[config.mk]
export PLATFORM = sky130hd
export DESIGN_NAME = regbank_access_ctrl
export DESIGN_NICKNAME = d
export VERILOG_FILES = /design/src/rtl/regbank_access_ctrl.sv
export SDC_FILE = /design/constraint.sdc
export NUM_CORES = 1
export LEC_CHECK = 0
export CAP_MARGIN = 15
export CORE_MARGIN = 2
export CORE_UTILIZATION = 40
export DETAILED_ROUTE_END_ITERATION = 10
export HOLD_SLACK_MARGIN = 0.15
export PLACE_DENSITY = 0.77
export SLEW_MARGIN = 25
export SYNTH_ARGS = -nofsm -noshare
export SYNTH_HDL_FRONTEND = slang
export SYNTH_SLANG_ARGS = --single-unit
[constraint.sdc]
create_clock -name clk -period 5.5 [get_ports clk]
set_input_delay 1.1 -clock clk [delete_from_list [all_inputs] [get_ports clk]]
set_output_delay 1.1 -clock clk [all_outputs]
set_load 0.02 [all_outputs]
[src/rtl/regbank_access_ctrl.sv]
// Initiator-side access controller for a 2**AW x DW register bank: operand reads, one-cycle writeback stage
// and a RAW/WAW scoreboard. Optional REGBANK_BYPASS_EN forwards the in-flight writeback to waiting sources.
module regbank_access_ctrl #(
   parameter int unsigned DW = 32,
   parameter int unsigned AW = 4
) (
   input  logic          clk,
   input  logic          rst,
   input  logic          in_valid,
   output logic          in_ready,
   input  logic [AW-1:0] in_rs1,
   input  logic [AW-1:0] in_rs2,
   input  logic          in_use1,
   input  logic          in_use2,
   input  logic [AW-1:0] in_rd,
   input  logic          in_wb,
   output logic          out_valid,
   input  logic          out_ready,
   output logic [DW-1:0] out_op1,
   output logic [DW-1:0] out_op2,
   output logic [AW-1:0] out_rd,
   output logic          out_wb,
   input  logic          wb_valid,
   input  logic [AW-1:0] wb_addr,
   input  logic [DW-1:0] wb_data,
   output logic [AW-1:0] rad1,
   output logic [AW-1:0] rad2,
   output logic          r1,
   output logic          r2,
   input  logic [DW-1:0] rdata1,
   input  logic [DW-1:0] rdata2,
   output logic [AW-1:0] wad,
   output logic [DW-1:0] wdata,
   output logic          wen
);

   localparam int unsigned NREG = 1 << AW;

   typedef enum logic {EMPTY, FULL} state_t;

   state_t          r_state, w_state_nxt;
   logic [NREG-1:0] r_busy, w_busy_nxt;
   logic            r_wen;
   logic [AW-1:0]   r_wad;
   logic [DW-1:0]   r_wdata;
   logic [DW-1:0]   r_op1, r_op2;
   logic [AW-1:0]   r_rd;
   logic            r_wb;
   logic            w_byp1, w_byp2, w_hz, w_ready, w_acc;
   logic [DW-1:0]   w_op1, w_op2;

`ifdef REGBANK_BYPASS_EN
   // r_wen implies r_wad != 0, so register 0 is never forwarded
   assign w_byp1 = r_wen && (r_wad == in_rs1);
   assign w_byp2 = r_wen && (r_wad == in_rs2);
`else
   assign w_byp1 = 1'b0;
   assign w_byp2 = 1'b0;
`endif

   // Sources are checked against the current scoreboard, before this request's own set
   assign w_hz = (in_use1 & r_busy[in_rs1] & ~w_byp1)
               | (in_use2 & r_busy[in_rs2] & ~w_byp2)
               | (in_wb   & r_busy[in_rd]);

   assign w_ready  = ((r_state == EMPTY) || out_ready) && !w_hz;
   assign w_acc    = in_valid && w_ready;
   assign in_ready = w_ready;

   assign rad1 = in_rs1;
   assign rad2 = in_rs2;
   assign r1   = w_acc && in_use1;
   assign r2   = w_acc && in_use2;

   always_comb begin
      w_op1 = '0;
      w_op2 = '0;
      if (in_use1 && (in_rs1 != '0)) w_op1 = w_byp1 ? r_wdata : rdata1;
      if (in_use2 && (in_rs2 != '0)) w_op2 = w_byp2 ? r_wdata : rdata2;
   end

   always_ff @(posedge clk) begin
      if (rst) r_state <= EMPTY;
      else     r_state <= w_state_nxt;
   end

   always_comb begin
      w_state_nxt = r_state;
      case (r_state)
         EMPTY:   if (w_acc) w_state_nxt = FULL;
         FULL:    if (out_ready && !w_acc) w_state_nxt = EMPTY;
         default: w_state_nxt = EMPTY;
      endcase
   end

   // Output bundle only changes on accept, so it holds under backpressure
   always_ff @(posedge clk) begin
      if (rst) begin
         r_op1 <= '0;
         r_op2 <= '0;
         r_rd  <= '0;
         r_wb  <= 1'b0;
      end else if (w_acc) begin
         r_op1 <= w_op1;
         r_op2 <= w_op2;
         r_rd  <= in_rd;
         r_wb  <= in_wb;
      end
   end

   always_ff @(posedge clk) begin
      if (rst) begin
         r_wen   <= 1'b0;
         r_wad   <= '0;
         r_wdata <= '0;
      end else begin
         r_wen <= wb_valid && (wb_addr != '0);
         if (wb_valid) begin
            r_wad   <= wb_addr;
            r_wdata <= wb_data;
         end
      end
   end

   // Clear applied first so a same-cycle set on the same address wins
   always_comb begin
      w_busy_nxt = r_busy;
      if (r_wen) w_busy_nxt[r_wad] = 1'b0;
      if (w_acc && in_wb && (in_rd != '0)) w_busy_nxt[in_rd] = 1'b1;
   end

   always_ff @(posedge clk) begin
      if (rst) r_busy <= '0;
      else     r_busy <= w_busy_nxt;
   end

   assign out_valid = (r_state == FULL);
   assign out_op1   = r_op1;
   assign out_op2   = r_op2;
   assign out_rd    = r_rd;
   assign out_wb    = r_wb;
   assign wen       = r_wen;
   assign wad       = r_wad;
   assign wdata     = r_wdata;

endmodule

==> results.yml <==
layout:
  multi_input_area_um2: 2620
  nFillCells: 1093
  area_growth_pct: 55.4
  diodes: 0
  fin_util: 0.635
  nets: 906
  drive_above_1_share: 0.0814
  fin_area_um2: 8380
  stdcell_count: 975
  final-seq-area_um2: 2460
setup_path:
  arrival_ns: 4.06
  crit_fanout: 8
  path_buf_inv: 2
  critPathKind: "primary input to primary output"
  worst_setup_path_start_kind: "primary input"
  endpoint_kind: "primary output"
  cpMostUsedCell: "clkdlybuf4s50_1"
  crit_slowest_cell: "clkdlybuf4s50_1"
  critPathTopFamily: "buffers and inverters"
  cp.required_ns: 4.40
  critPathMaxStageDelay_ns: 0.64
  cp_cell_sequence: "clkdlybuf4s50_1 > mux4_2 > nor2b_1 > a211o_1 > a311oi_4 > nand2_2 > nor2_1 > clkdlybuf4s50_1"
route:
  via_per_inst: 5.49
  drt-total-wl_um: 17400
  drt_iter0_drc: 260
  drc: 0
  wl_per_cell_um: 17.8
  drtPass1Iterations: 5
  final_antenna_net_count: 0
  vias: 5352
pwr:
  p_per_area_nw_per_um2: 304
  peakVddDrop_v: 0.000208
  p_total_mw: 2.54
  leakage_nw: 3.12
synth:
  synth.area.top_cells: "dfxtp_1 (46%), a31o_1 (11%), mux2i_1 (7.4%)"
  synth_xor_area_frac: 0
  syn_area_um2: 5390
  yosys.area.top_type: "dfxtp_1"
  synth_compound_area_frac: 0.174
  synth-seq-cells: 123
  ys_types: 43
  synth_nets: 706
  synth_top_family_by_area: "simple AND/OR/NAND/NOR gates"
  ys_warn_count: 0
  netlist.area_leader.share: 0.457
  async_reset_ff_frac: 0
  muxShareOfSynthArea: 0.118
  yosys.area_share.simple: 0.191
  synthFlopType: "dfxtp_1"
  synth_edf_count: 0
  synth_fa_ha_area_frac: 0
  avgSynthCellArea_um2: 9.20
  syn_inst: 586
  ys_seq_area_frac: 0.457
worst_hold_path:
  min_path_type: "flip-flop to flip-flop"
floorplan:
  initial_core_util: 0.409
  die_h_um: 120
  die_area_um2: 14400
  coreArea_um2: 13200
  ioPinCount: 238
  rows: 42
  fp.dieW_um: 120
sta:
  slew_headroom: 0.501
  tightest_slew_ns: 0.738
  setup_slack_ns: 0.337
  setup_tns_ns: 0
  clock_skew_ns: 0.00872
  final-setup-viol-count: 0
  max_freq_ghz: 0.194
  final_max_slew_viol_count: 0
  hold-worst-slack_ns: 0.472
  finalHoldViolCount: 0
  min_period_ns: 5.16
  min_period_over_period: 0.939
  grt_setup_unrepaired: "false"
grt:
  grt_max_degree: 60
  grt_pass1_wl_um: 27100
  grtUsageTotal: 0.240
  grt_overflow_total: 0
  first_global_vias: 5225
  antenna_found_initial: 0
clock_tree:
  clk-insertion-delay-late_ns: 0.42
  root_buffer: "clkbuf_16"
  cts_resized: 0
  numCtsBuffers: 17
  clk_path_buf_depth: 2
  numClockSinks: 123
  clkTransAtPathRegs_ns: 0.06
  htree_levels: 4
  cts_hold_buf: 0
  post_cts_buffers: 0
  cts_tree: "yes"
placed_design:
  place_area_um2: 7750
  io_buffers: 237
  gp_congestion: 0.879
  dp.cells: 943
  dp_hpwl_um: 12200
  dp_slack_ns: 0.363
run_status:
  outcome: "finished, final reports clean"
job:
  maxCapViolations: 0
==> worst reg2reg max path: stages (launching register included) <==
cell     delay (ns)
dfxtp_1        0.42
mux2i_1        0.11
and3_1         0.19
o41ai_1        0.71
a311o_2        0.45
buf_4          0.58
nor3_1         0.16
a31o_1         0.21
==> worst paths after layout <==
check	from	endpoint	slack (ns)	cells past startpoint
worst min register to register	out_op2[17]$_SDFFE_PP0N_	out_op2[17]$_SDFFE_PP0N_	0.47	1
worst max-delay path	in_rs1[0]	r2	0.34	8
worst max register to register	r_busy[11]$_SDFF_PP0_	out_op2[12]$_SDFFE_PP0N_	2.57	7
worst min-delay path	out_op2[17]$_SDFFE_PP0N_	out_op2[17]$_SDFFE_PP0N_	0.47	1
==> area by class of cell <==
| type | count | area share |
|---|---|---|
| Tap cell | 176 | 0.0263 |
| Multi-Input combinational cell | 392 | 0.312 |
| Timing Repair Buffer | 246 | 0.290 |
| Clock inverter | 14 | 0.0233 |
| Sequential cell | 123 | 0.294 |
| Inverter | 6 | 0.00269 |
| Clock buffer | 18 | 0.0512 |
==> kinds of logic after synthesis <==
logic type,Yosys count
and+or+nand+nor,226
DFF,123
AOI/OAI and AO/OA,113
buffers and inverters,71
muxes,53
==> cells in the final DEF, fill, tap and decap left out, drive strengths merged, types with 2 or more instances in the layout <==
master         synthesis  routed
buf                   31      11
nand2                 72      72
inv                    6       8
a31o                  65      65
nand3                 14      14
a21oi                  5       5
and3                   3       3
nor2                  46      46
o41ai                  3       3
clkbuf                34      18
nand2b                 7       7
mux2                   5       5
dfxtp                123     123
clkinv                 0       4
nor3b                  3       3
bufinv                 0       4
o211ai                 9       9
nor4                   2       2
o311ai                 5       5
clkdlybuf4s50          0     235
clkinvlp               0       4
o21ai                 11      11
mux4                   8       8
nor2b                  3       3
mux2i                 40      40
nor3                  69      69
o31ai                  6       6
==> layer usage <==
layer | track usage | vias up | share of wire
met4 | 0.124 | 0 | 0.033
met1 | 0.288 | 2576 | 0.40
met3 | 0.0651 | 43 | 0.072
met5 | 0 | - | 0
li1 | - | 2515 | -
met2 | 0.391 | 218 | 0.49
==> cells in the mapped netlist (3+ instances only) <==
master,number
o21ai_0,4
nor3b_1,3
o31ai_1,6
dfxtp_1,123
buf_4,9
nand3_1,14
o211ai_1,9
and3_1,3
nor3_1,69
buf_2,22
nand2b_1,7
nor2_1,46
mux2_2,5
a21oi_1,5
nand2_1,71
mux2i_1,40
mux4_2,8
clkbuf_1,34
nor2b_1,3
inv_1,6
a31o_1,65
o311ai_0,5
o21ai_1,7
==> power by group <==
part | total, mW | switching, mW | leakage [nW] | internal (mW)
combinational | 0.414 | 0.213 | 1.82 | 0.201
sequential | 0.957 | 0.0258 | 1.00 | 0.932
clock | 1.17 | 0.412 | 0.293 | 0.759
total | 2.54 | 0.651 | 3.12 | 1.89
==> registers in the layout (all words and copies together), names as in the netlist <==
signal and flops:
out_op2 32, out_rd 4, wad 4, out_valid 1, wdata 32, r_busy 16, out_op1 32, out_wb 1
wen 1
Power figures use the tool's default switching activity.
